File: src/rtl/game_ctrl.sv
// game_ctrl: top-level game sequencer for a simple shooter.
// Tracks level, lives, living-enemy mask and a saturating kill score, and
// paces the level-clear / life-lost pauses on VGA frame ticks.
//
// Ports:
//   pclk       - pixel clock, all logic on its rising edge
//   rst        - asynchronous active-low reset
//   vsync_in   - VGA vsync (pclk domain); each rising edge is one frame tick
//   start      - debounced start/fire button; only its rising edge acts
//   enemy_hit  - per-enemy one-cycle hit pulses
//   ship_hit   - one-cycle player-hit pulse
//   level      - current level, 1..MAX_LEVEL
//   lives      - remaining lives
//   alive      - mask of living enemies
//   score      - saturating kill count
//   state      - FSM state code (IDLE=0 PLAY=1 CLEAR=2 LOST=3 OVER=4 WIN=5)
//   freeze     - high whenever state is not PLAY
module game_ctrl #(
  parameter int unsigned NUM_ENEMIES  = 3,
  parameter int unsigned MAX_LEVEL    = 4,
  parameter int unsigned LIVES        = 3,
  parameter int unsigned PAUSE_FRAMES = 60,
  parameter int unsigned SCORE_W      = 12
) (
  input  logic                   pclk,
  input  logic                   rst,
  input  logic                   vsync_in,
  input  logic                   start,
  input  logic [NUM_ENEMIES-1:0] enemy_hit,
  input  logic                   ship_hit,
  output logic [3:0]             level,
  output logic [3:0]             lives,
  output logic [NUM_ENEMIES-1:0] alive,
  output logic [SCORE_W-1:0]     score,
  output logic [2:0]             state,
  output logic                   freeze
);

  typedef enum logic [2:0] {
    S_IDLE  = 3'd0,
    S_PLAY  = 3'd1,
    S_CLEAR = 3'd2,
    S_LOST  = 3'd3,
    S_OVER  = 3'd4,
    S_WIN   = 3'd5
  } state_e;

  localparam int unsigned          SUM_W      = SCORE_W + 5;
  localparam logic [3:0]           LEVEL_MAX  = 4'(MAX_LEVEL);
  localparam logic [3:0]           LIVES_INIT = 4'(LIVES);
  localparam logic [7:0]           PAUSE_CNT  = 8'(PAUSE_FRAMES);
  localparam logic [NUM_ENEMIES-1:0] ALL_ALIVE = '1;
  localparam logic [SCORE_W-1:0]   SCORE_MAX  = '1;

  state_e                   state_q, state_d;
  logic [3:0]               level_q, level_d;
  logic [3:0]               lives_q, lives_d;
  logic [NUM_ENEMIES-1:0]   alive_q, alive_d;
  logic [SCORE_W-1:0]       score_q, score_d;
  logic [7:0]               frame_q, frame_d;
  logic                     vsync_prev_q, vsync_prev_d;
  logic                     start_prev_q, start_prev_d;
  logic                     ready_q, ready_d;
  logic                     freeze_q, freeze_d;

  logic                     tick;
  logic                     start_rise;
  logic [NUM_ENEMIES-1:0]   valid_hit;
  logic [4:0]               hit_cnt;
  logic [SUM_W-1:0]         score_sum;
  logic [SCORE_W-1:0]       score_sat;
  logic [7:0]               frame_inc;

  always_comb begin
    tick       = vsync_in & ~vsync_prev_q;
    start_rise = start & ~start_prev_q;
    valid_hit  = enemy_hit & alive_q;
    hit_cnt    = '0;
    for (int unsigned i = 0; i < NUM_ENEMIES; i++) begin
      hit_cnt = hit_cnt + 5'(valid_hit[i]);
    end
    score_sum = SUM_W'(score_q) + SUM_W'(hit_cnt);
    score_sat = (score_sum > SUM_W'(SCORE_MAX)) ? SCORE_MAX : score_sum[SCORE_W-1:0];
    frame_inc = frame_q + 8'd1;
  end

  always_comb begin
    state_d      = state_q;
    level_d      = level_q;
    lives_d      = lives_q;
    alive_d      = alive_q;
    score_d      = score_q;
    frame_d      = frame_q;
    vsync_prev_d = vsync_in;
    start_prev_d = start;
    ready_d      = 1'b1;

    // The first edge after reset release only primes the edge detectors, so
    // a start button held through deassertion is not seen as a press.
    if (ready_q) begin
      unique case (state_q)
        S_IDLE: begin
          if (start_rise) state_d = S_PLAY;
        end

        S_PLAY: begin
          alive_d = alive_q & ~valid_hit;
          score_d = score_sat;
          if (ship_hit) begin
            lives_d = lives_q - 4'd1;
            frame_d = '0;
            state_d = (lives_q == 4'd1) ? S_OVER : S_LOST;
          end else if ((|enemy_hit) && (alive_d == '0)) begin
            // Only a hit pulse re-evaluates the mask, so returning from LOST
            // with no enemies left waits for the next hit before clearing.
            frame_d = '0;
            state_d = S_CLEAR;
          end
        end

        S_CLEAR, S_LOST: begin
          if (tick) begin
            frame_d = frame_inc;
            if (frame_inc == PAUSE_CNT) begin
              frame_d = '0;
              if (state_q == S_LOST) begin
                state_d = S_PLAY;
              end else if (level_q == LEVEL_MAX) begin
                state_d = S_WIN;
              end else begin
                level_d = level_q + 4'd1;
                alive_d = ALL_ALIVE;
                state_d = S_PLAY;
              end
            end
          end
        end

        S_OVER, S_WIN: begin
          if (start_rise) begin
            state_d = S_IDLE;
            level_d = 4'd1;
            lives_d = LIVES_INIT;
            alive_d = ALL_ALIVE;
            score_d = '0;
            frame_d = '0;
          end
        end

        default: state_d = S_IDLE;
      endcase
    end

    freeze_d = (state_d != S_PLAY);
  end

  always_ff @(posedge pclk or negedge rst) begin
    if (!rst) begin
      state_q      <= S_IDLE;
      level_q      <= 4'd1;
      lives_q      <= LIVES_INIT;
      alive_q      <= ALL_ALIVE;
      score_q      <= '0;
      frame_q      <= '0;
      vsync_prev_q <= 1'b0;
      start_prev_q <= 1'b0;
      ready_q      <= 1'b0;
      freeze_q     <= 1'b1;
    end else begin
      state_q      <= state_d;
      level_q      <= level_d;
      lives_q      <= lives_d;
      alive_q      <= alive_d;
      score_q      <= score_d;
      frame_q      <= frame_d;
      vsync_prev_q <= vsync_prev_d;
      start_prev_q <= start_prev_d;
      ready_q      <= ready_d;
      freeze_q     <= freeze_d;
    end
  end

  assign level  = level_q;
  assign lives  = lives_q;
  assign alive  = alive_q;
  assign score  = score_q;
  assign state  = state_q;
  assign freeze = freeze_q;

endmodule

File: config.mk
export PLATFORM = sky130hd
export DESIGN_NAME = game_ctrl
export DESIGN_NICKNAME = d
export VERILOG_FILES = /design/src/rtl/game_ctrl.sv
export SDC_FILE = /design/constraint.sdc
export NUM_CORES = 1
export LEC_CHECK = 0
export ABC_CLOCK_PERIOD_IN_PS = 4400
export CORE_UTILIZATION = 59
export CTS_CLUSTER_SIZE = 28
export DETAILED_ROUTE_END_ITERATION = 8
export HOLD_SLACK_MARGIN = 0.03
export PLACE_DENSITY_LB_ADDON = 0.05
export SYNTH_ARGS = -nofsm -noshare
export SYNTH_HDL_FRONTEND = slang
export SYNTH_SLANG_ARGS = --single-unit
export TNS_END_PERCENT = 1
File: constraint.sdc
create_clock -name pclk -period 4.4 [get_ports pclk]
set_input_delay 0.44 -clock pclk [delete_from_list [all_inputs] [get_ports pclk]]
set_output_delay 0.44 -clock pclk [all_outputs]
set_load 0.03 [all_outputs]
# After elaboration in Yosys (flattened, before gate mapping)
# Cells that the tools add are included.
totals:
  word_cells: 89
  register_bits: 38
  in_bits: 8
op_classes:
  bitwise_logic: 7
  eq_ne: 16
  mux: 35
  n_lt_le_gt_ge: 1
  n_reduce_logical: 14
  n_addsub: 6
op_table:
  columns: ["operator", "n"]
  rows:
  - ["2-to-1 mux 3 bit", 15]
  - ["2-to-1 mux 8 bit", 5]
  - ["2-to-1 mux 4 bit", 7]
  - ["2-to-1 mux 12 bit", 2]
  - ["case mux 12 bit (2 select lines)", 1]
  - ["case mux 8 bit (3 select lines)", 1]
  - ["case mux 4 bit (2 select lines)", 2]
  - ["AND reduction 7 bit", 2]
  - ["adder 12 x 3 -> 13 bit", 1]
  - ["> comparator 13 x 12 -> 1 bit (second input constant)", 1]
  - ["inequality test 2 bit (second input constant)", 6]
  - ["case mux 3 bit (4 select lines)", 1]
  - ["case mux 3 bit (3 select lines)", 1]
  - ["adder 8 x 1 -> 8 bit (second input constant)", 1]
  - ["== test 8 x 6 -> 1 bit (second input constant)", 1]
  - ["bitwise AND 3 bit", 2]
  - ["== test 3 x 2 -> 1 bit (second input constant)", 2]
  - ["== test 3 bit (second input constant)", 2]
  - ["logical NOT 3 bit", 2]
  - ["AND reduction 5 bit", 1]
  - ["adder 4 x 1 -> 4 bit (second input constant)", 1]
  - ["== test 4 x 1 -> 1 bit (second input constant)", 1]
  - ["== test 4 x 3 -> 1 bit (second input constant)", 1]
  - ["AND reduction 4 bit", 1]
  - ["15 further kinds", 19]

# Logic depth before layout (Yosys ltp)
# Gate-level depths: netlist (run 1).
logic_depth:
  depth_word: 10
  mapped_depth: 11

# Least setup slack after synthesis (run 1)
# OpenSTA, ideal clock, no wires.
synth_path:
  path_kind: "register to register"
  start: "reg alive_q[0] (netlist: alive[0])"
  end: "reg score_q[7] (netlist: score[7])"
  arrival_time_ns: 2.731
  setup_ns: 0.121
  synth_period_minus_slack_ns: 2.852
  path_stages_with_launch: 12
  path_slack_ns: 1.548
  cell_sequence: "dfstp_2 -> and2_1 -> fa_1 -> ha_1 -> inv_1 -> fa_1 -> and3b_1 -> and3_1 -> and4_1 -> nand2_1 -> o21ai_0 -> a22o_1"
synth_via:
  elab_chain_len: 7
synth_lines:
  columns: ["element", "line_no", "rtl"]
  rows:
  - ["from (decl)", "58", "logic [NUM_ENEMIES-1:0] alive_q, alive_d;"]
  - ["from (signal assigned)", "173", "alive_q <= alive_d;"]
  - ["bitwise AND 3 bit (*)", "77", "valid_hit = enemy_hit & alive_q;"]
  - ["adder 1 x 1 -> 2 bit (*)", "80", "hit_cnt = hit_cnt + 5'(valid_hit[i]);"]
  - ["adder 2 x 1 -> 3 bit (*)", "80", null]
  - ["adder 12 x 3 -> 13 bit (*)", "82", "score_sum = SUM_W'(score_q) + SUM_W'(hit_cnt);"]
  - ["> comparator 13 x 12 -> 1 bit", "83", "score_sat = (score_sum > SUM_W'(SCORE_MAX)) ? SCORE_MAX : score_sum[SCORE_W-1:0];"]
  - ["2-to-1 mux 12 bit (*)", "83", null]
  - ["case mux 12 bit (2 select lines) (*)", "101", "unique case (state_q)"]
  - ["to (signal assigned)", "174", "score_q <= score_d;"]
  - ["to (decl)", "59", "logic [SCORE_W-1:0] score_q, score_d;"]
# Mark *: on every way between the ends. The rest lies on a longest branch, timed or not.
# A chain may end at the register's enable or synchronous reset.

# Worst setup path in the final report (run 1)
layout_path:
  start: "in enemy_hit[0]"
  end: "reg score_q[1] (netlist: score[1])"
layout_via:
  elab_chain_len: 7
layout_lines:
  columns: ["element", "line_no", "rtl"]
  rows:
  - ["from (decl)", "29", "input logic [NUM_ENEMIES-1:0] enemy_hit,"]
  - ["bitwise AND 3 bit (*)", "77", null]
  - ["adder 1 x 1 -> 2 bit (*)", "80", null]
  - ["adder 2 x 1 -> 3 bit (*)", "80", null]
  - ["adder 12 x 3 -> 13 bit (*)", "82", null]
  - ["> comparator 13 x 12 -> 1 bit", "83", null]
  - ["2-to-1 mux 12 bit (*)", "83", null]
  - ["case mux 12 bit (2 select lines) (*)", "101", null]
# Marked as above.

==> out/qor.yml, run 1 <==
final.setup.tns_ps: 0
clkSlewWorstSetupHoldPaths_ps: 80
cts_setup_buffers: 0
ctsResizeCount: 0
synth_ff_type: "dfrtp_1"
worstPathRequired_ps: 4600
startpoint_type: "input pin"
core_um2: 4000
vias: 2228
grt_pass1_wl_um: 9560
post_drt_via_cell_ratio: 6.22
ctsHoldBuffers: 0
netlist_top_cells_count: "o21ai_0 (32), dfrtp_1 (31), nand2_1 (26), inv_1 (21), nand3_1 (15)"
cts-root-buf: "clkbuf_8"
cts_sinks: 38
ios: 35
synth_top_area_share_pct: 31.6
avgSynthCellArea_um2: 9.02
insertion_delay_ps: 290
leakagePower_uw: 0.00122
grt_usage_pct: 28.6
final_antenna_net_count: 0
outcome: "finished clean"
htreeDepth: 2
dp_hpwl_um: 4130
synthesis.area_um2: 2450
cts_buffer_depth: 2
antenna_cells: 0
row_count: 23
hold_class: "input pin to asynchronous set/reset pin"
drt_iter0_markers: 152
final_core_util_pct: 73.4
ys_async_sr_fraction_pct: 100
fin_skew_ps: 7.72
cts-buffers-inserted: 5
grt_pass1_vias: 2120
io_buffers: 34
ys_top_cells_by_area: "dfrtp_1 (32%), dfstp_2 (7.5%), o21ai_0 (6.5%)"
p_total_uw: 1170
cts_tree: "done"
path_max_fanout: 8
final_cell_count_no_fill: 358
yosysSeqAreaShare_pct: 39.1
grt_max_degree: 39
area_delta_synth_final_pct: 19.6
irDropWorstVdd_v: 0.000240
max_freq_mhz: 307
dr.pass1.iters: 5
end_kind: "register"
drcViolationCount: 0
ys_types: 58
max_slew_margin_pct: 44.0
nets: 328
finalWirelength_um: 5690
regArea_um2: 960
power_density_nw_per_um2: 398
syn_inst: 272
drive_gt1_share_pct: 7.79
fp.dieH_um: 66.5
timing.final.crit_share_pct: 74.0
synth.most_common_cell: "o21ai_0"
arrival_ps: 3460
multi_input_area_um2: 1380
n_fill_cell: 320
overflow: 0
ys_ff_latch: 38
yosysTopAreaCell: "dfrtp_1"
rsz0062_at_grt: "no"
die_w_um: 66.5
setup_viol: 0
placed_cells_incl_taps: 350
hold_viol: 0
synth_edf_count: 0
die_area_um2: 4420
syn-num-nets: 293
fin_crit_ps: 3260
worst_pin_slew_ps: 840
maxCapViolCount: 0
gp_congestion: 0.845
start_util_pct: 61.3
drv_slew: 0
yosys_warnings: 0
wire_per_inst_um: 15.9
path_class: "input pin to register"
antenna_found_initial: 0
## flip-flops by register name, summed over array words and instances, names as in the netlist
| name | flops |
|---|---|
| score | 12 |
| frame_q | 8 |
| level | 4 |
| lives | 4 |
| alive | 3 |
| state | 3 |
| freeze | 1 |
| ready_q | 1 |
| start_prev_q | 1 |
| vsync_prev_q | 1 |
## power by group
group | leakage [µW] | internal (µW) | switching (µW) | total, µW
clock network | 0.0000575 | 158 | 121 | 279
logic | 0.000679 | 166 | 226 | 393
registers | 0.000485 | 420 | 76.0 | 496
## critical path: stages
cell and delay [ps]:
clkdlybuf4s50_1 450, and2_1 190, fa_1 510, ha_1 170, inv_1 60, fa_1 410
and3b_1 250, and3_1 240, and4_1 260, nand2_1 190, a21o_1 230, o21ai_0 70
## logic make-up (layout without fill, tap and decap cells)
logic type      count (synthesis)  after routing  synth area share, %
compound gates                 91             91                 26.4
xor+xnor                        3              3                 1.07
fa+ha+maj                      13             13                 7.24
buf+inv                        28             64                 4.64
flops                          38             38                 39.1
other cells                     1              1                0.153
simple gates                   98             98                 21.4
## worst paths after layout
check                              from  depth (start not counted)        to  slack (ps)
setup / recovery           enemy_hit[0]                         12  score[1]        1140
hold / removal                      rst                          1  level[1]         250
setup reg to reg               alive[0]                         11  score[9]        1380
hold reg to reg                alive[1]                          1  alive[1]         500
max in group asynchronous           rst                          1  score[7]        3620
min in group pclk              alive[1]                          1  alive[1]         500
## cell usage in the layout (no fill, tap or decap), drive strengths merged, types with 8 or more instances in the layout
master,instances
dfrtp,31
nor2,13
nand2,26
clkbuf,8
a21oi,13
o21ai,32
a22o,11
ha,11
nor3,8
nand3,15
inv,21
clkdlybuf4s50,33
## stage by stage
stage / hold slack [ps] / setup slack (ps) / instance area (µm²)
6_report: 247 / 1140 / 2930
5_1_grt: 311 / 982 / 2930
4_1_cts: 278 / 1150 / 2930
3_5_place_dp: 496 / 854 / 2820
3_3_place_gp: 488 / 947 / 2820
2_1_floorplan: 144 / 1550 / 2450
## layout make-up
type / instances / area share (%)
multi-input combinational: 206 / 47.0
inverter: 21 / 2.69
sequential: 38 / 32.7
tap: 50 / 2.13
timing repair buffer: 35 / 11.7
clock buffer: 8 / 3.75
## metal layers
metal	wire length, µm	track usage [%]	part of all wire, %
met1	2520	35.6	44
met3	248	5.65	4.4
met5	0	0	0
met2	2810	48.2	49
met4	112	11.7	2.0
Note: power is estimated with default switching activity, not from simulation.
==> inputs of run 2 (changes only) <==
--- a/config.mk
+++ b/config.mk
@@ -5,8 +5,8 @@
 export SDC_FILE = /design/constraint.sdc
 export NUM_CORES = 1
 export LEC_CHECK = 0
-export ABC_CLOCK_PERIOD_IN_PS = 4400
-export CORE_UTILIZATION = 59
+export ABC_CLOCK_PERIOD_IN_PS = 2800
+export CORE_UTILIZATION = 49
 export CTS_CLUSTER_SIZE = 28
 export DETAILED_ROUTE_END_ITERATION = 8
 export HOLD_SLACK_MARGIN = 0.03
==> constraint.sdc (replaced) <==
create_clock -name pclk -period 2.8 [get_ports pclk]
set_input_delay 0.28 -clock pclk [delete_from_list [all_inputs] [get_ports pclk]]
set_output_delay 0.28 -clock pclk [all_outputs]
set_load 0.03 [all_outputs]
==> out/qor.yml, run 2 (synthesis gave the netlist of run 1 again) <==
nets: 345
netSwitchingPower_uw: 676
power_frac_clock_pct: 20.6
core_um2: 4790
antenna_cells: 0
n_fill_cell: 427
multi_input_area_um2: 1410
cts-buffers-inserted: 5
crit_buf_inv: 1
gp_congestion: 0.863
cp_common_cell: "and3_1"
final_core_util_pct: 64.3
outcome: "finished clean"
final_antenna_net_count: 0
htreeDepth: 2
die_area_um2: 5290
grtUsageMet1_pct: 33.9
die_w_um: 72.8
timing.final.crit_share_pct: 96.5
leakagePower_uw: 0.00131
pwr-share-seq_pct: 43.3
p_int_uw: 1120
power_density_nw_per_um2: 584
row_count: 25
fp.dieH_um: 72.8
cts_tree: "done"
post_drt_via_cell_ratio: 5.86
hold_class: "input pin to asynchronous set/reset pin"
grt_pass1_vias: 2133
setup_slack_ps: 97.7
overflow: 0
insertion_delay_ps: 290
cp_cell_sequence: "and2_4 -> fa_1 -> ha_1 -> buf_4 -> a21oi_2 -> and4b_1 -> and3_1 -> and3_1 -> a31o_2 -> a21oi_1"
ctsHoldBuffers: 0
drt_iter0_markers: 142
comb_power_share_pct: 36.1
vias: 2297
fin_crit_ps: 2700
rsz0062_at_grt: "no"
largest_reg_flops: 12
final.setup.tns_ps: 0
grt_max_degree: 39
worstPathRequired_ps: 3010
dr.pass1.iters: 5
final_cell_mix: "clkdlybuf4s50_1 (33), o21ai_0 (32), dfrtp_1 (31)"
arrival_ps: 2920
path_max_fanout: 4
grt-busiest-layer: "met2"
setup_viol: 0
drive_gt1_share_pct: 13.8
ctsResizeCount: 0
maxCapViolCount: 0
wire_per_inst_um: 15.4
area_delta_synth_final_pct: 25.5
dp_worst_setup_slack_ps: -209
startpoint_type: "register"
met2_usage_pct: 39.8
swShare_pct: 37.6
cp_top_family: "simple AND/OR/NAND/NOR gates"
dp_hpwl_um: 4340
path_class: "register to register"
cts-root-buf: "clkbuf_8"
drcViolationCount: 0
final_cell_count_no_fill: 392
cts_buffer_depth: 2
hold_viol: 0
cts_sinks: 38
end_kind: "register"
worst_pin_slew_ps: 851
max_freq_mhz: 370
postPlaceCellArea_um2: 2990
cts_setup_buffers: 0
max_stage_delay_ps: 560
finalWirelength_um: 6020
cp_slowest_cell: "dfstp_2"
mostFrequentLayoutCell: "clkdlybuf4s50_1"
io_buffers: 34
grt_usage_pct: 24.4
final_area_um2: 3080
clkSlewWorstSetupHoldPaths_ps: 80
antenna_found_initial: 0
max_slew_margin_pct: 43.3
regArea_um2: 960
irDropWorstVdd_v: 0.000348
fin_skew_ps: 8.08
use_met3_pct: 2.90
drv_slew: 0
start_util_pct: 51.3
ios: 35
placed_cells_incl_taps: 384
grt_pass1_wl_um: 10100
[run 2: area by class of cell]
cell class | instances | share of cell area, %
Multi-Input combinational cell | 206 | 45.7
Clock buffer | 8 | 2.60
Sequential cell | 38 | 31.2
Inverter | 21 | 2.56
Timing Repair Buffer | 52 | 15.3
Tap cell | 67 | 2.72
[run 2: worst paths after layout]
path,slack [ps],cells after the start,from,to
worst max-delay path,100,10,alive[2],score[11]
worst min-delay path,90,1,rst,vsync_prev_q
worst max register to register,100,10,alive[2],score[11]
worst min register to register,500,1,alive[1],alive[1]
max in group asynchronous,2160,1,rst,frame_q[5]
min in group pclk,450,1,vsync_in,vsync_prev_q
[run 2: power by group through the flow]
stage               clock [µW]  combinational (µW)  sequential [µW]
finish                     371                 649              778
global route               395                 711              799
CTS                        377                 647              778
detailed placement           0                 645              787
global placement             0                 629              781
floorplan                    0                 260              902
[run 2: metal layers]
metal	part of all wire [%]	wire length [µm]	vias to the layer above
met2	47	2800	71
li1	-	-	1115
met3	4.0	238	8
met1	48	2910	1103
met4	1.2	75	0
met5	0	0	-
[run 2: through the flow]
| stage | hold slack [ps] | power (µW) |
|---|---|---|
| floorplan | -15.6 | 1160 |
| global placement | 440 | 1410 |
| detailed placement | 446 | 1430 |
| CTS | 133 | 1800 |
| global route | 184 | 1900 |
| finish | 94.8 | 1800 |
[run 2: worst reg2reg max path, cell delays in order, from the launching register on]
cell and delay, ps:
dfstp_2 560, and2_4 150, fa_1 400, ha_1 200, buf_4 140, a21oi_2 160
and4b_1 220, and3_1 200, and3_1 210, a31o_2 250, a21oi_1 140
